### config.mk
export PLATFORM = sky130hd
export DESIGN_NAME = exception_ctrl_unit
export DESIGN_NICKNAME = d
export VERILOG_FILES = /design/src/rtl/exc_pkg.sv /design/src/rtl/exc_detect.sv /design/src/rtl/exception_ctrl_unit.sv
export SDC_FILE = /design/constraint.sdc
export NUM_CORES = 1
export LEC_CHECK = 0
export CAP_MARGIN = 20
export CORE_AREA = 2 2 116 118
export CTS_BUF_LIST = sky130_fd_sc_hd__clkbuf_4
export DETAILED_ROUTE_END_ITERATION = 10
export DIE_AREA = 0 0 118 120
export DONT_BUFFER_PORTS = 1
export GPL_TIMING_DRIVEN = 0
export PLACE_DENSITY = 0.41
export SYNTH_ARGS = -nofsm -noshare
export SYNTH_HDL_FRONTEND = slang
export SYNTH_SLANG_ARGS = --single-unit
### constraint.sdc
create_clock -name clk -period 2.3 [get_ports clk]
set_input_delay 0.23 -clock clk [delete_from_list [all_inputs] [get_ports clk]]
set_output_delay 0.23 -clock clk [all_outputs]
set_load 0.05 [all_outputs]
### src/rtl/exc_pkg.sv
// Shared definitions for the exception controller: cause codes, FSM states and stage encoding.

package exc_pkg;

    localparam logic [2:0] CAUSE_NONE    = 3'd0;
    localparam logic [2:0] CAUSE_SP_OVF  = 3'd1;
    localparam logic [2:0] CAUSE_SP_UNF  = 3'd2;
    localparam logic [2:0] CAUSE_BAD_OPC = 3'd3;
    localparam logic [2:0] CAUSE_DIV0    = 3'd4;
    localparam logic [2:0] CAUSE_IMEM    = 3'd5;
    localparam logic [2:0] CAUSE_DMEM    = 3'd6;
    localparam logic [2:0] CAUSE_DOUBLE  = 3'd7;

    typedef enum logic [2:0] {
        ST_IDLE,
        ST_FLUSH,
        ST_VECTOR,
        ST_HANDLER,
        ST_HALT
    } exc_state_t;

    typedef enum logic [1:0] {
        STG_NONE,
        STG_ID,
        STG_EXE,
        STG_MEM
    } exc_stage_t;

    // Flush vector {mem, exe, id}: the faulting stage and everything younger than it.
    function automatic logic [2:0] flush_mask(exc_stage_t stage);
        logic [2:0] m;
        case (stage)
            STG_MEM: m = 3'b111;
            STG_EXE: m = 3'b011;
            STG_ID:  m = 3'b001;
            default: m = 3'b000;
        endcase
        return m;
    endfunction

endpackage

### src/rtl/exc_detect.sv
// Combinational fault detection: qualifies each cause and picks the oldest faulting stage.

module exc_detect
    import exc_pkg::*;
#(
    parameter int ADDR_W   = 32,
    parameter int DATA_W   = 16,
    parameter int SP_LO    = 2047,
    parameter int SP_HI    = 4095,
    parameter int IMEM_MAX = 1048575,
    parameter int DMEM_MAX = 4095,
    parameter int OPC_MAX  = 10,
    parameter int DIV_OP   = 10
) (
    input  logic              valid_id,
    input  logic              valid_exe,
    input  logic              valid_mem,
    input  logic [3:0]        opcode_id,
    input  logic [3:0]        alu_op_exe,
    input  logic [DATA_W-1:0] rsrc_exe,
    input  logic              is_jmp_exe,
    input  logic [ADDR_W-1:0] jmp_addr_exe,
    input  logic              mem_rd,
    input  logic              mem_wr,
    input  logic [DATA_W-1:0] addr_mem,
    input  logic [ADDR_W-1:0] sp_mem,
    input  logic [ADDR_W-1:0] pc_id,
    input  logic [ADDR_W-1:0] pc_exe,
    input  logic [ADDR_W-1:0] pc_mem,
    input  logic [5:0]        mask,
    output logic              hit,
    output logic [2:0]        cause,
    output exc_stage_t        stage,
    output logic [ADDR_W-1:0] pc
);

    localparam logic [ADDR_W-1:0] SP_LO_C    = ADDR_W'(SP_LO);
    localparam logic [ADDR_W-1:0] SP_HI_C    = ADDR_W'(SP_HI);
    localparam logic [ADDR_W-1:0] IMEM_MAX_C = ADDR_W'(IMEM_MAX);
    localparam logic [DATA_W-1:0] DMEM_MAX_C = DATA_W'(DMEM_MAX);
    localparam logic [3:0]        OPC_MAX_C  = 4'(OPC_MAX);
    localparam logic [3:0]        DIV_OP_C   = 4'(DIV_OP);

    logic [6:1] raw;
    logic [6:1] armed;

    always_comb begin
        raw                = '0;
        raw[CAUSE_SP_OVF]  = valid_mem && (sp_mem > SP_HI_C);
        raw[CAUSE_SP_UNF]  = valid_mem && (sp_mem < SP_LO_C);
        raw[CAUSE_BAD_OPC] = valid_id && (opcode_id > OPC_MAX_C);
        raw[CAUSE_DIV0]    = valid_exe && (alu_op_exe == DIV_OP_C) && (rsrc_exe == '0);
        raw[CAUSE_IMEM]    = valid_exe && is_jmp_exe && (jmp_addr_exe > IMEM_MAX_C);
        raw[CAUSE_DMEM]    = valid_mem && (mem_rd || mem_wr) && (addr_mem > DMEM_MAX_C);
        // Mask bit i-1 suppresses cause i.
        armed              = raw & ~mask;
    end

    // Oldest stage wins; within a stage the lower cause number wins except DMEM trails the SP checks.
    always_comb begin
        hit   = 1'b1;
        cause = CAUSE_NONE;
        stage = STG_NONE;
        pc    = '0;
        if (armed[CAUSE_SP_OVF]) begin
            cause = CAUSE_SP_OVF;
            stage = STG_MEM;
            pc    = pc_mem;
        end else if (armed[CAUSE_SP_UNF]) begin
            cause = CAUSE_SP_UNF;
            stage = STG_MEM;
            pc    = pc_mem;
        end else if (armed[CAUSE_DMEM]) begin
            cause = CAUSE_DMEM;
            stage = STG_MEM;
            pc    = pc_mem;
        end else if (armed[CAUSE_DIV0]) begin
            cause = CAUSE_DIV0;
            stage = STG_EXE;
            pc    = pc_exe;
        end else if (armed[CAUSE_IMEM]) begin
            cause = CAUSE_IMEM;
            stage = STG_EXE;
            pc    = pc_exe;
        end else if (armed[CAUSE_BAD_OPC]) begin
            cause = CAUSE_BAD_OPC;
            stage = STG_ID;
            pc    = pc_id;
        end else begin
            hit = 1'b0;
        end
    end

endmodule

### src/rtl/exception_ctrl_unit.sv
// Exception controller top: flush/vector/handler FSM, EPC/CAUSE capture and taken-exception counter.

module exception_ctrl_unit
    import exc_pkg::*;
#(
    parameter int          ADDR_W       = 32,
    parameter int          DATA_W       = 16,
    parameter int          SP_LO        = 2047,
    parameter int          SP_HI        = 4095,
    parameter int          IMEM_MAX     = 1048575,
    parameter int          DMEM_MAX     = 4095,
    parameter int          OPC_MAX      = 10,
    parameter int          DIV_OP       = 10,
    parameter int          FLUSH_CYCLES = 3,
    parameter int unsigned VEC_BASE     = 32'h20,
    parameter int          VEC_STRIDE   = 4,
    parameter int          CNT_W        = 8
) (
    input  logic              clk,
    input  logic              reset,
    input  logic              valid_ID_in,
    input  logic              valid_EXE_in,
    input  logic              valid_MEM_in,
    input  logic [3:0]        opcode_ID_in,
    input  logic [3:0]        alu_op_EXE_in,
    input  logic [DATA_W-1:0] rsrc_EXE_in,
    input  logic              is_jmp_EXE_in,
    input  logic [ADDR_W-1:0] jmp_addr_EXE_in,
    input  logic              mem_rd_MEM_in,
    input  logic              mem_wr_MEM_in,
    input  logic [DATA_W-1:0] addr_MEM_in,
    input  logic [ADDR_W-1:0] sp_MEM_in,
    input  logic [ADDR_W-1:0] pc_ID_in,
    input  logic [ADDR_W-1:0] pc_EXE_in,
    input  logic [ADDR_W-1:0] pc_MEM_in,
    input  logic [5:0]        mask_in,
    input  logic              eret_in,
    output logic              flush_ID_out,
    output logic              flush_EXE_out,
    output logic              flush_MEM_out,
    output logic              stall_fetch_out,
    output logic              vector_valid_out,
    output logic [ADDR_W-1:0] vector_addr_out,
    output logic [ADDR_W-1:0] epc_out,
    output logic [2:0]        cause_out,
    output logic              in_handler_out,
    output logic              halted_out,
    output logic [CNT_W-1:0]  exc_count_out
);

    localparam int FC_W = (FLUSH_CYCLES > 1) ? $clog2(FLUSH_CYCLES) : 1;
    localparam logic [FC_W-1:0] FLUSH_LAST = FC_W'(FLUSH_CYCLES - 1);

    exc_state_t        state;
    logic [FC_W-1:0]   flush_cnt;
    logic [ADDR_W-1:0] epc_r;
    logic [2:0]        cause_r;
    logic [CNT_W-1:0]  count_r;
    logic              vec_valid_r;
    logic [ADDR_W-1:0] vec_addr_r;
    logic              in_handler_r;
    logic              halted_r;

    logic              det_hit;
    logic [2:0]        det_cause;
    exc_stage_t        det_stage;
    logic [ADDR_W-1:0] det_pc;
    logic [ADDR_W-1:0] vec_target;
    logic [2:0]        flush_vec;
    logic              stall_r;

    exc_detect #(
        .ADDR_W   (ADDR_W),
        .DATA_W   (DATA_W),
        .SP_LO    (SP_LO),
        .SP_HI    (SP_HI),
        .IMEM_MAX (IMEM_MAX),
        .DMEM_MAX (DMEM_MAX),
        .OPC_MAX  (OPC_MAX),
        .DIV_OP   (DIV_OP)
    ) u_detect (
        .valid_id     (valid_ID_in),
        .valid_exe    (valid_EXE_in),
        .valid_mem    (valid_MEM_in),
        .opcode_id    (opcode_ID_in),
        .alu_op_exe   (alu_op_EXE_in),
        .rsrc_exe     (rsrc_EXE_in),
        .is_jmp_exe   (is_jmp_EXE_in),
        .jmp_addr_exe (jmp_addr_EXE_in),
        .mem_rd       (mem_rd_MEM_in),
        .mem_wr       (mem_wr_MEM_in),
        .addr_mem     (addr_MEM_in),
        .sp_mem       (sp_MEM_in),
        .pc_id        (pc_ID_in),
        .pc_exe       (pc_EXE_in),
        .pc_mem       (pc_MEM_in),
        .mask         (mask_in),
        .hit          (det_hit),
        .cause        (det_cause),
        .stage        (det_stage),
        .pc           (det_pc)
    );

    assign vec_target = ADDR_W'(VEC_BASE) + ADDR_W'(cause_r) * ADDR_W'(VEC_STRIDE);

    always_ff @(posedge clk) begin
        if (reset) begin
            state        <= ST_IDLE;
            flush_cnt    <= '0;
            epc_r        <= '0;
            cause_r      <= CAUSE_NONE;
            count_r      <= '0;
            vec_valid_r  <= 1'b0;
            vec_addr_r   <= '0;
            in_handler_r <= 1'b0;
            halted_r     <= 1'b0;
        end else begin
            vec_valid_r <= 1'b0;
            vec_addr_r  <= '0;
            case (state)
                ST_IDLE: begin
                    if (det_hit) begin
                        epc_r     <= det_pc;
                        cause_r   <= det_cause;
                        flush_cnt <= FLUSH_LAST;
                        state     <= ST_FLUSH;
                        if (count_r != {CNT_W{1'b1}}) begin
                            count_r <= count_r + CNT_W'(1);
                        end
                    end
                end
                ST_FLUSH: begin
                    if (flush_cnt == '0) begin
                        state       <= ST_VECTOR;
                        vec_valid_r <= 1'b1;
                        vec_addr_r  <= vec_target;
                    end else begin
                        flush_cnt <= flush_cnt - FC_W'(1);
                    end
                end
                ST_VECTOR: begin
                    state        <= ST_HANDLER;
                    in_handler_r <= 1'b1;
                end
                // A fault inside the handler outranks a simultaneous ERET.
                ST_HANDLER: begin
                    if (det_hit) begin
                        state        <= ST_HALT;
                        in_handler_r <= 1'b0;
                        halted_r     <= 1'b1;
                        cause_r      <= CAUSE_DOUBLE;
                        epc_r        <= det_pc;
                    end else if (eret_in) begin
                        state        <= ST_IDLE;
                        in_handler_r <= 1'b0;
                    end
                end
                ST_HALT: begin
                    halted_r <= 1'b1;
                end
                default: begin
                    state <= ST_IDLE;
                end
            endcase
        end
    end

    // Flushes in IDLE must act in the detection cycle, so that path stays combinational.
    always_comb begin
        flush_vec = 3'b000;
        stall_r   = 1'b0;
        case (state)
            ST_IDLE: begin
                if (det_hit && !reset) begin
                    flush_vec = flush_mask(det_stage);
                    stall_r   = 1'b1;
                end
            end
            ST_FLUSH, ST_HALT: begin
                flush_vec = 3'b111;
                stall_r   = 1'b1;
            end
            default: begin
                flush_vec = 3'b000;
                stall_r   = 1'b0;
            end
        endcase
    end

    assign flush_MEM_out    = flush_vec[2];
    assign flush_EXE_out    = flush_vec[1];
    assign flush_ID_out     = flush_vec[0];
    assign stall_fetch_out  = stall_r;
    assign vector_valid_out = vec_valid_r;
    assign vector_addr_out  = vec_addr_r;
    assign epc_out          = epc_r;
    assign cause_out        = cause_r;
    assign in_handler_out   = in_handler_r;
    assign halted_out       = halted_r;
    assign exc_count_out    = count_r;

endmodule

After elaboration in Yosys (flattened, before gate mapping)
Index checks and enable logic that the tools add are counted.
{"block": "totals", "wordCells": 112, "input_bits": 215, "output_inout_bits": 82, "reg_bits": 83}
{"block": "classes", "order_cmp": 5, "n_reduce_logical": 30, "n_bitwise": 5, "n_eq_ne": 14, "n_mux": 46, "n_addsub": 3}
{"cell": "2-to-1 mux 32 bit", "n": 6}
{"cell": "2-to-1 mux 3 bit", "n": 12}
{"cell": "greater-than comparator 32 x 12 -> 1 bit, second input constant", "n": 1}
{"cell": "greater-than comparator 32 x 20 -> 1 bit, second input constant", "n": 1}
{"cell": "< comparator 32 x 11 -> 1 bit, second input constant", "n": 1}
{"cell": "greater-than comparator 16 x 12 -> 1 bit, second input constant", "n": 1}
{"cell": "logical NOT 16 bit", "n": 1}
{"cell": "2-to-1 mux 2 bit", "n": 8}
{"cell": "case mux 3 bit (5 select lines)", "n": 1}
{"cell": "2-to-1 mux 1 bit", "n": 12}
{"cell": "case mux 3 bit (2 select lines)", "n": 2}
{"cell": "logical AND 1 bit", "n": 10}
{"cell": "case mux 3 bit (3 select lines)", "n": 1}
{"cell": "AND reduction 3 bit", "n": 3}
{"cell": "adder 8 x 1 -> 8 bit, second input constant", "n": 1}
{"cell": "inequality test 2 bit, second input constant", "n": 4}
{"cell": "inequality test 8 bit, second input constant", "n": 1}
{"cell": "nonzero test 2 bit", "n": 4}
{"cell": "adder 6 x 5 -> 7 bit, first input constant", "n": 1}
{"cell": "bitwise AND 6 bit", "n": 1}
{"cell": "== test 3 x 2 -> 1 bit, second input constant", "n": 2}
{"cell": "NOT 6 bit", "n": 1}
{"cell": "case mux 1 bit (2 select lines)", "n": 3}
{"cell": "AND reduction 2 bit", "n": 3}
{"cell": "17 further kinds", "n": 22}

Logic depth before layout (Yosys ltp)
Gate-level depths: netlist of run 1.
{"block": "logic_depth", "word_depth": 14, "mapped_depth": 9}

Cells and area by module
From an unflattened synthesis of run 1, not the netlist that was laid out.
{"block": "unflattened", "hier_cells": 493, "hier_area_um2": 3648.5}
{"module": "exception_ctrl_unit", "area_each_um2": 2383.5, "instances": 1, "cells_per_inst": 291, "seq_area_each_um2": 1101.1}
{"module": "exc_detect", "area_each_um2": 1265.0, "instances": 1, "cells_per_inst": 202, "seq_area_each_um2": 0.0}

Worst setup path before layout of run 1
No wires, ideal clock.
{"block": "synth_timing", "path_type": "in2out", "start": "in rsrc_EXE_in[1]", "end": "out flush_EXE_out", "cell_stages": 7, "t_arrival_ns": 2.249, "setup_slack_ns": -0.179, "t_required_ns": 2.070, "cell_sequence": "or4_1 or4_4 and2_1 buf_6 buf_6 a21oi_1 o31a_1"}
{"block": "synth_via", "elab_chain_len": 11, "word_cells_on_any_way": 18}
{"item": "start, declared", "line_no": "exception_ctrl_unit.sv:26", "rtl": "input logic [DATA_W-1:0] rsrc_EXE_in,"}
{"item": "logical NOT 16 bit (*)", "line_no": "exc_detect.sv:52", "rtl": "raw[CAUSE_DIV0] = valid_exe && (alu_op_exe == DIV_OP_C) && (rsrc_exe == '0);"}
{"item": "logical AND 1 bit (*)", "line_no": "exc_detect.sv:52"}
{"item": "bitwise AND 6 bit (*)", "line_no": "exc_detect.sv:56", "rtl": "armed = raw & ~mask;"}
{"item": "2-to-1 mux 2 bit", "line_no": "exc_detect.sv:77", "rtl": "end else if (armed[CAUSE_DIV0]) begin"}
{"item": "2-to-1 mux 2 bit", "line_no": "exc_detect.sv:73", "rtl": "end else if (armed[CAUSE_DMEM]) begin"}
{"item": "2-to-1 mux 2 bit", "line_no": "exc_detect.sv:69", "rtl": "end else if (armed[CAUSE_SP_UNF]) begin"}
{"item": "2-to-1 mux 2 bit", "line_no": "exc_detect.sv:65", "rtl": "if (armed[CAUSE_SP_OVF]) begin"}
{"item": "== test 2 x 1 -> 1 bit / == test 2 bit (equally long branches)", "line_no": "exc_pkg.sv:32", "rtl": "case (stage)"}
{"item": "case mux 3 bit (3 select lines)", "line_no": "exc_pkg.sv:32"}
{"item": "2-to-1 mux 3 bit (*)", "line_no": "exception_ctrl_unit.sv:174", "rtl": "if (det_hit && !reset) begin"}
{"item": "case mux 3 bit (2 select lines) (*)", "line_no": "exception_ctrl_unit.sv:172", "rtl": "case (state)"}
{"item": "end, declared", "line_no": "exception_ctrl_unit.sv:39", "rtl": "output logic flush_EXE_out,"}
Mark *: on every way between the ends. The rest lies on a longest branch, timed or not.

Final worst setup path of run 1
Same ends and word-level chain as after synthesis.

==> results of run 1 <==
==> metrics by stage <==
step	utilization	setup TNS, ns	std cells	total power [mW]	setup WS (ns)
2_1_floorplan	-	-0.003377	441	2.241	-0.001688
3_3_place_gp	0.2807	-13.72	617	2.417	-0.4862
3_5_place_dp	0.2811	-15.20	618	2.426	-0.5347
4_1_cts	0.2887	0	627	2.973	0.008098
5_1_grt	0.2943	-0.01213	628	3.108	-0.01213
6_report	0.2943	0	628	2.935	0.02187
==> final timing paths <==
kind	depth (start not counted)	endpoint	from
max	6	flush_EXE_out	rsrc_EXE_in[1]
min	2	epc_out[0]	reset
min reg2reg	2	flush_cnt[0]	flush_cnt[0]
max reg2reg	6	exc_count_out[0]	exc_count_out[0]
==> kinds of logic (layout without fill, tap and decap cells) <==
kind of cell | after synthesis | after routing
fa+ha+maj | 2 | 2
buf+inv | 62 | 73
simple gates | 181 | 181
xor+xnor | 3 | 3
flops | 55 | 55
compound gates | 106 | 106
other cells | 1 | 28
mux | 4 | 4
==> registers in the layout, indices dropped and copies added, names as in the netlist <==
name,cells
epc_out,32
exc_count_out,8
vector_addr_out,4
cause_out,3
state,3
flush_cnt,2
halted_out,1
in_handler_out,1
vector_valid_out,1
==> power breakdown <==
| group | switching (mW) | leakage [nW] | internal, mW |
|---|---|---|---|
| clock | 0.369 | 0.0337 | 0.131 |
| combinational | 0.569 | 0.941 | 0.325 |
| sequential | 0.466 | 0.449 | 1.07 |
| total | 1.41 | 1.42 | 1.53 |
==> per-layer routing <==
metal / track usage / share of wire / vias up
met3: 0.05656 / 0.093 / 14
met5: 0 / 0 / -
met2: 0.2656 / 0.47 / 188
met4: 0.05271 / 0.019 / 0
met1: 0.1914 / 0.41 / 1521
li1: - / - / 1550
==> Yosys cell counts (3+ instances only) <==
master	count
nand2b_1	4
nand2_1	39
a211oi_1	3
nor3_1	9
nor2b_1	3
buf_6	9
buf_4	28
nand4_1	7
inv_1	4
or3_1	4
a22o_1	32
o21ai_0	5
nor2_1	46
buf_2	8
clkbuf_1	12
and2_1	7
nand3_1	39
a31oi_1	34
and3_1	3
nor4_1	12
dfxtp_1	55
a21oi_1	15
==> layout make-up <==
class / instances / area (µm²)
plain buffers: 56 / 409.1
flip-flops and latches: 55 / 1101
clock inverters: 3 / 27.53
well taps: 176 / 220.2
clock buffers: 5 / 37.54
fillers: 1438 / 9160
inverters: 4 / 15.01
multi-input cells: 324 / 1971
repair buffers: 5 / 38.79
==> critical path, stage by stage <==
cell     delay [ns]
or4_1          0.55
or4_4          0.54
and2_4         0.17
buf_12         0.16
a21oi_4        0.15
o31a_4         0.24
==> what timing repair did <==
action | in CTS | in global routing
hold buffers | 0 | 0
setup endpoints to repair | 6 | 6
resized for setup | 11 | 13
setup buffers | 3 | 1
pin swaps | 3 | 3
==> metrics.yaml, run 1 <==
clock_network:
  clk_pin_slew_ns: 0.18
  cts_max_level: 2
  clock_latency_ns: 0.43
  cts_buffer_depth: 2
  cts_sinks: 55
  root_buffer: "clkbuf_4"
  numCtsBuffers: 5
  tritoncts: "built"
routing:
  first_iter_violations: 146
  dr.pass1.iters: 6
  avgRoutedWirePerCell_um: 18.67
  dr_total_vias: 3273
  viasPerCell: 5.212
  drt_wl_total_um: 11730
  ant_nets: 0
  post-route-drc-count: 0
sta:
  fmax_mhz: 439.0
  final-setup-viol-count: 0
  slew_headroom: 0.4681
  finalHoldViolCount: 0
  min_period_ns: 2.278
  fin_crit_sh: 0.9905
  slew_viol_final: 0
  hold_slack_ns: 0.06175
  max_slew.worst_pin.slew_ns: 0.7905
  skew_ns: 0.02577
final_layout:
  final_cell_mix: "dfxtp_1, nor2_1, nand2_1"
  nNetsFinal: 668
  drive_gt1_frac: 0.1726
  areaGrowthSynthToFinish_pct: 15.64
  num_antenna_cells: 0
  mostFrequentLayoutCell: "dfxtp_1"
  postLayoutCellArea_mm2: 0.003820
status:
  status: "finished, final reports clean"
placed_design:
  place.gp.congestion: 0.8536
  post-dp-hpwl_um: 9432
  port_buffers: 0
  dpl-instance-area_mm2: 0.003649
yosys:
  syn_inst: 414
  yosysWarnings: 0
  synth_top_family_by_area: "simple AND/OR/NAND/NOR gates"
  synth_simple_gate_area_share: 0.2739
  synth_area_mm2: 0.003303
  synthMuxAreaShare: 0.01288
  async_reset_ff_frac: 0
  synth_xor_xnor_area_share: 0.007955
  yosysTopAreaCellShare: 0.3333
  synth_area_leader_cell: "dfxtp_1"
  synth.avg_cell_area_um2: 7.979
  ys_seq_area_frac: 0.3333
  synth.distinct_cells: 53
  synth-edff-count: 0
  synth_area_leaders: "dfxtp_1, a22o_1, a31oi_1"
  synthFlopType: "dfxtp_1"
  synth_compound_area_frac: 0.2375
  ys_ff_latch: 55
  synthAdderAreaFrac: 0.007576
flow_run:
  drv_cap: 0
floorplan:
  die_w_um: 118
  io_pins: 297
  die_area_mm2: 0.01416
  fp.coreArea_mm2: 0.01298
  die_y_um: 120
  initial_utilization: 0.2545
  rows: 42
worst_setup_path:
  crit_required_ns: 2.07
  cp_max_fo: 19
  endpoint_kind: "primary output"
  criticalPathCategory: "input pin to primary output"
  critPathLaunchType: "input pin"
  critPathArrivalTime_ns: 2.05
  ff2ff_setup_slack_ns: 0.20
power_and_ir_drop:
  leakage_nw: 1.423
  peakVddDrop_mv: 0.3127
  p_per_area_mw_per_mm2: 768.4
global_routing:
  grt_pass1_wl_um: 17640
  antenna_found_initial: 0
  grt_max_degree: 20
  gr-total-overflow: 0
  grt_pass1_vias: 3193
  grt_usage: 0.1595
worst_hold_path:
  hold_class: "input pin to flip-flop"
Note: power is estimated with default switching activity, not from simulation.
==> run 2, diff against run 1 <==
--- a/config.mk
+++ b/config.mk
@@ -5,11 +5,12 @@
 export SDC_FILE = /design/constraint.sdc
 export NUM_CORES = 1
 export LEC_CHECK = 0
+export ABC_AREA = 1
 export CAP_MARGIN = 20
-export CORE_AREA = 2 2 116 118
+export CORE_AREA = 2 2 114 116
 export CTS_BUF_LIST = sky130_fd_sc_hd__clkbuf_4
 export DETAILED_ROUTE_END_ITERATION = 10
-export DIE_AREA = 0 0 118 120
+export DIE_AREA = 0 0 116 118
 export DONT_BUFFER_PORTS = 1
 export GPL_TIMING_DRIVEN = 0
 export PLACE_DENSITY = 0.41
==> metrics.yaml, run 2 <==
yosys:
  syn_inst: 546  # +32%
  synth_area_leader_cell: "dfxtp_1"
  synth_area_leaders: "dfxtp_1, nand2_1, nor3b_2"
  synth.avg_cell_area_um2: 6.652  # -17%
  async_reset_ff_frac: 0  # unchanged
  synth-edff-count: 0  # unchanged
  yosys.cell_count.top_type: "nand2_1"
  yosysTopAreaCellShare: 0.3031  # -0.03020
  ys_seq_area_frac: 0.3031  # -0.03020
  yosysWarnings: 0  # unchanged
  ys_ff_latch: 55  # unchanged
  ys_top_cells_by_count: "nand2_1, nor2_1, dfxtp_1, a21oi_1, o21ai_0"
  synth.distinct_cells: 35  # -34%
  synth_area_mm2: 0.003632  # +10%
  synthFlopType: "dfxtp_1"
power_and_ir_drop:
  totalPowerFinal_mw: 4.480  # +53%
  p_per_area_mw_per_mm2: 1104  # +44%
  peakVddDrop_mv: 0.3588  # +15%
  power.switching_mw: 2.432  # +73%
  combPwrFrac: 0.387  # +0.082
  leakage_nw: 1.647  # +16%
  power_frac_seq: 0.491  # -0.034
  clkPwrFrac: 0.122  # -0.049
  intPower_mw: 2.048  # +34%
  swShare: 0.5429  # +0.06414
floorplan:
  die_area_mm2: 0.01369  # -3.3%
  die_w_um: 116  # -1.7%
  initial_utilization: 0.2926  # +0.03810
  rows: 41  # -2.4%
  fp.coreArea_mm2: 0.01241  # -4.4%
  io_pins: 297  # unchanged
  die_y_um: 118  # -1.7%
worst_setup_path:
  critical_path_cell_count: 5  # -1
  slowest_stage: "o31ai_4"
  cp_max_fo: 5  # -14
  ff2ff_setup_slack_ns: 0.25  # +0.05 ns
  crit_buf_inv: 1  # unchanged
  critPathTopFamily: "compound AO/OA/AOI/OAI gates"
  crit_required_ns: 2.07  # about the same
  endpoint: "flush_EXE_out"
  criticalPathCategory: "flip-flop to primary output"
  critPathArrivalTime_ns: 1.89  # -0.16 ns
  path_cells: "nor2_1 > nand2_1 > inv_1 > nand2_2 > o31ai_4"
  r2r_cells: 7  # +1
  crit_start: "state[2]"
  critPathLaunchType: "flip-flop"
  endpoint_kind: "primary output"
  reg2reg_to: "exc_count_out[4]"
  slowest_delay_ns: 0.52  # -0.03 ns
  timing.rr.start: "exc_count_out[3]"
sta:
  final-setup-viol-count: 0  # unchanged
  slew_headroom: 0.4584  # -0.009728
  skew_ns: 0.008912  # -0.01686 ns
  min_period_ns: 2.116  # -0.1624 ns
  slew_viol_final: 0  # unchanged
  fin_crit_sh: 0.9199  # -0.07060
  finalHoldViolCount: 0  # unchanged
  fmax_mhz: 472.6  # +7.7%
  rsz0062_at_grt: "no"
  max_slew.worst_pin.slew_ns: 0.8062  # +0.01568 ns
routing:
  first_iter_violations: 164  # +12%
  avgRoutedWirePerCell_um: 15.01  # -20%
  post-route-drc-count: 0  # unchanged
  dr_total_vias: 3502  # +7.0%
  drt_wl_total_um: 11320  # -3.5%
  ant_nets: 0  # unchanged
  dr.pass1.iters: 5  # -1
  viasPerCell: 4.645  # -11%
worst_hold_path:
  hold_class: "input pin to flip-flop"
flow_run:
  drv_cap: 0  # unchanged
final_layout:
  largest_reg_flops: 32  # unchanged
  nNetsFinal: 797  # +19%
  mostFrequentLayoutCell: "nand2_1"
  fin_cells: 754  # +20%
  drive_gt1_frac: 0.1635  # -0.009055
  fin_util: 0.3270  # +0.03266
  areaGrowthSynthToFinish_pct: 11.75
  final_cell_mix: "nand2_1, nor2_1, dfxtp_1"
placed_design:
  place.gp.congestion: 0.7889  # -7.6%
  place_inst: 746  # +21%
  post-dp-hpwl_um: 9182  # -2.7%
  port_buffers: 0  # unchanged
global_routing:
  grt_pass1_vias: 3252  # +1.8%
  grt_pass1_wl_um: 16820  # -4.6%
  gr-total-overflow: 0  # unchanged
  grt_max_degree: 17  # -15%
  antenna_found_initial: 1  # +1
  grt_usage: 0.1581  # -0.001391
clock_network:
  cts_buffer_depth: 2  # unchanged
  clock_latency_ns: 0.38  # -0.05 ns
  clk_pin_slew_ns: 0.16  # -0.02 ns
  tritoncts: "built"
  root_buffer: "clkbuf_4"
  hold_buffers: 0  # unchanged
  cts_sinks: 55  # unchanged
  cts_max_level: 2  # unchanged
  post_cts_buffers: 0  # -3
  numCtsBuffers: 5  # unchanged
status:
  status: "finished, final reports clean"
## run 2: tightest hold or removal path, stage by stage
cell     delay [ns]
o21ai_0        0.06
nand2_1        0.05
a21oi_1        0.05
## run 2: cell type report
cell class	instances	area, µm²
repair buffers	1	7.507
clock buffers	5	37.54
flip-flops and latches	55	1101
well taps	172	215.2
clock inverters	3	38.79
inverters	27	101.3
diodes	1	2.502
multi-input cells	437	2192
fillers	1446	8356
plain buffers	53	362.8
## run 2: cell families after synthesis
family / share of synthesized area
other: 0.001032
adder cells (fa/ha/maj): 0.006888
XOR/XNOR: 0.01206
buffers and inverters: 0.1292
AND/OR/NAND/NOR: 0.4106
AO/OA/AOI/OAI: 0.1371
flip-flops: 0.3031
## run 2: routing by layer
metal	wire (µm)	vias to the layer above	track usage
met5	0	-	0
met1	4601	1537	0.1891
met2	5552	177	0.2796
met4	187	0	0.04613
li1	-	1773	-
met3	975	15	0.03450
## run 2: metrics by stage
step | instance area, µm² | setup slack (ns) | setup TNS (ns) | hold WS [ns]
4_1_cts | 4061 | 0.06268 | 0 | 0.02937
5_1_grt | 4059 | 0.03907 | 0 | 0.06294
2_1_floorplan | 3739 | -0.006040 | -0.01208 | 0.4332
6_report | 4059 | 0.1842 | 0 | 0.04751
3_5_place_dp | 3961 | -0.3152 | -0.3152 | 0.4559
3_3_place_gp | 3954 | -0.2850 | -0.8145 | 0.4488
## run 2: repair_timing
item / 4_1_cts / 5_1_grt
pin swaps: 0 / 1
gates resized for setup: 4 / 0
endpoints found under the setup margin: 3 / 1
## run 2: power groups by stage
stage / clock network [mW] / logic, mW / registers [mW]
floorplan: 0 / 1.41 / 2.15
finish: 0.546 / 1.73 / 2.20
detailed placement: 0 / 1.70 / 2.24
global route: 0.602 / 1.94 / 2.23
CTS: 0.568 / 1.75 / 2.21
global placement: 0 / 1.68 / 2.24
## run 2: worst min-delay path by stage
stage | to | cells after the start | slack, ns | start
global placement | flush_cnt[1] | 2 | 0.45 | flush_cnt[1]
CTS | in_handler_out | 3 | 0.03 | eret_in
finish | in_handler_out | 3 | 0.05 | eret_in
detailed placement | in_handler_out | 3 | 0.46 | eret_in
global route | in_handler_out | 3 | 0.06 | eret_in
floorplan | flush_cnt[1] | 2 | 0.43 | flush_cnt[1]
==> run 3, diff against run 2 <==
--- a/config.mk
+++ b/config.mk
@@ -5,15 +5,16 @@
 export SDC_FILE = /design/constraint.sdc
 export NUM_CORES = 1
 export LEC_CHECK = 0
-export ABC_AREA = 1
 export CAP_MARGIN = 20
-export CORE_AREA = 2 2 114 116
+export CELL_PAD_IN_SITES_DETAIL_PLACEMENT = 0
+export CELL_PAD_IN_SITES_GLOBAL_PLACEMENT = 1
+export CORE_AREA = 2 2 117 119
 export CTS_BUF_LIST = sky130_fd_sc_hd__clkbuf_4
 export DETAILED_ROUTE_END_ITERATION = 10
-export DIE_AREA = 0 0 116 118
+export DIE_AREA = 0 0 119 121
 export DONT_BUFFER_PORTS = 1
 export GPL_TIMING_DRIVEN = 0
-export PLACE_DENSITY = 0.41
+export PLACE_DENSITY = 0.52
 export SYNTH_ARGS = -nofsm -noshare
 export SYNTH_HDL_FRONTEND = slang
 export SYNTH_SLANG_ARGS = --single-unit
==> metrics.yaml, run 3 (synthesized netlist as in run 1, its figures left out) <==
clock_network:
  tritoncts: "built"
  cts_buffer_depth: 2  # unchanged
  clock_latency_ns: 0.41  # +0.03 ns
  cts_max_level: 2  # unchanged
  clk_pin_slew_ns: 0.16  # about the same
  root_buffer: "clkbuf_4"
  numCtsBuffers: 5  # unchanged
  cts_sinks: 55  # unchanged
global_routing:
  gr-total-overflow: 0  # unchanged
  antenna_found_initial: 0  # -1
  grt_pass1_vias: 3128  # -3.8%
  grt_max_degree: 20  # +3
  grt_usage: 0.1597  # +0.001569
  grt_pass1_wl_um: 17590  # +4.6%
floorplan:
  initial_utilization: 0.2524  # -0.04014
  io_pins: 297  # unchanged
  die_y_um: 121  # +2.5%
  fp.coreArea_mm2: 0.01309  # +5.4%
  die_w_um: 119  # +2.6%
  rows: 42  # +2.4%
  die_area_mm2: 0.01440  # +5.2%
power_and_ir_drop:
  power.switching_mw: 1.372  # -44%
  clkPwrFrac: 0.186  # +0.064
  peakVddDrop_mv: 0.2709  # -24%
  swShare: 0.4572  # -0.08573
  leakage_nw: 1.443  # -12%
  combPwrFrac: 0.300  # -0.087
  power_frac_seq: 0.514  # +0.023
  intPower_mw: 1.629  # -20%
  p_per_area_mw_per_mm2: 779.8  # -29%
placed_design:
  dpl-instance-area_mm2: 0.003643  # -8.0%
  place_inst: 617  # -17%
  place.gp.congestion: 0.9187  # +16%
  port_buffers: 0  # unchanged
  post-dp-hpwl_um: 9701  # +5.7%
sta:
  slew_viol_final: 0  # unchanged
  skew_ns: 0.008362  # -0.0005503 ns
  max_slew.worst_pin.slew_ns: 1.053  # +0.2472 ns
  fin_crit_sh: 0.9847  # +0.06476
  fmax_mhz: 441.6  # -6.6%
  finalHoldViolCount: 0  # unchanged
  slew_headroom: 0.2923  # -0.1661
  final-setup-viol-count: 0  # unchanged
  min_period_ns: 2.265  # +0.1489 ns
  fin_tns_setup_ns: 0  # unchanged
  rsz0062_at_grt: "yes"
worst_setup_path:
  r2r_cells: 6  # -1
  endpoint_kind: "primary output"
  critPathLaunchType: "input pin"
  criticalPathCategory: "input pin to primary output"
  critPathArrivalTime_ns: 2.03  # +0.14 ns
  cp_max_fo: 19  # +14
  crit_required_ns: 2.07  # about the same
routing:
  post-route-drc-count: 0  # unchanged
  drt_wl_total_um: 12000  # +6.0%
  dr.pass1.iters: 4  # -1
  ant_nets: 0  # unchanged
  dr_total_vias: 3210  # -8.3%
  viasPerCell: 5.079  # +9.4%
  avgRoutedWirePerCell_um: 18.98  # +26%
  first_iter_violations: 113  # -31%
final_layout:
  mostFrequentLayoutCell: "dfxtp_1"
  drive_gt1_frac: 0.1776  # +0.01412
  final_cell_mix: "dfxtp_1, nor2_1, nand2_1"
  fin_cells: 632  # -16%
  postLayoutCellArea_mm2: 0.003847  # -5.2%
  fin_util: 0.2940  # -0.03292
  areaGrowthSynthToFinish_pct: 16.48
  largest_reg_flops: 32  # unchanged
  nNetsFinal: 672  # -16%
  num_antenna_cells: 0  # -1
worst_hold_path:
  hold_class: "input pin to flip-flop"
  hold_depth: 2  # -1
flow_run:
  drv_cap: 0  # unchanged
status:
  status: "finished, final reports clean"
-- run 3: changes by cell type in the layout (fill, tap and decap cells not counted), moves of 23 or more --
cell and delta:
a21oi_1 -34, a22o_1 +32, nor3b_2 -27, nor2_1 -42, nand2_1 -106, nand3_1 +23, a31oi_1 +34, o21ai_0 -36
-- run 3: cell type report --
class | count | area, µm²
flip-flops and latches | 55 | 1101
fillers | 1407 | 9238
well taps | 176 | 220.2
clock inverters | 3 | 38.79
multi-input cells | 324 | 1967
plain buffers | 56 | 400.4
clock buffers | 5 | 37.54
repair buffers | 9 | 67.56
inverters | 4 | 15.01
-- run 3: repair_timing --
item	in CTS	in global routing
buffers inserted	3	6
pin swaps	3	3
gates resized for setup	13	6
endpoints found under the setup margin	6	4
hold buffers	0	0
-- run 3: worst paths after layout --
| check | from | endpoint | slack [ns] |
|---|---|---|---|
| setup / recovery | rsrc_EXE_in[1] | flush_EXE_out | 0.04 |
| hold / removal | reset | epc_out[0] | 0.07 |
| setup reg to reg | exc_count_out[0] | exc_count_out[0] | 0.22 |
| hold reg to reg | flush_cnt[0] | flush_cnt[0] | 0.55 |
-- run 3: metrics by stage --
stage | power (mW) | setup slack [ns] | hold WS (ns)
global placement | 2.421 | -0.5825 | 0.5111
detailed placement | 2.426 | -0.6046 | 0.5179
finish | 3.000 | 0.03530 | 0.06881
CTS | 3.022 | 0.02183 | 0.04399
floorplan | 2.241 | -0.001688 | 0.4684
global route | 3.153 | -0.004688 | 0.04646
-- run 3: worst max-delay path: stages --
cell     delay (ns)
or4_1          0.53
or4_4          0.53
and2_4         0.16
buf_6          0.16
a21oi_2        0.16
o31a_4         0.24
-- run 3: power by group through the flow --
stage	Clock, mW	Sequential, mW	Combinational (mW)
2_1_floorplan	0	1.53	0.716
3_3_place_gp	0	1.57	0.854
3_5_place_dp	0	1.57	0.861
4_1_cts	0.589	1.54	0.891
5_1_grt	0.612	1.56	0.983
6_report	0.558	1.54	0.900
-- run 3: layer usage --
layer	wire length, µm	share of wire	global-route usage
met2	5742	0.48	0.2669
met5	0	0	0
met1	4910	0.41	0.1894
met4	180	0.015	0.04539
met3	1163	0.097	0.06344
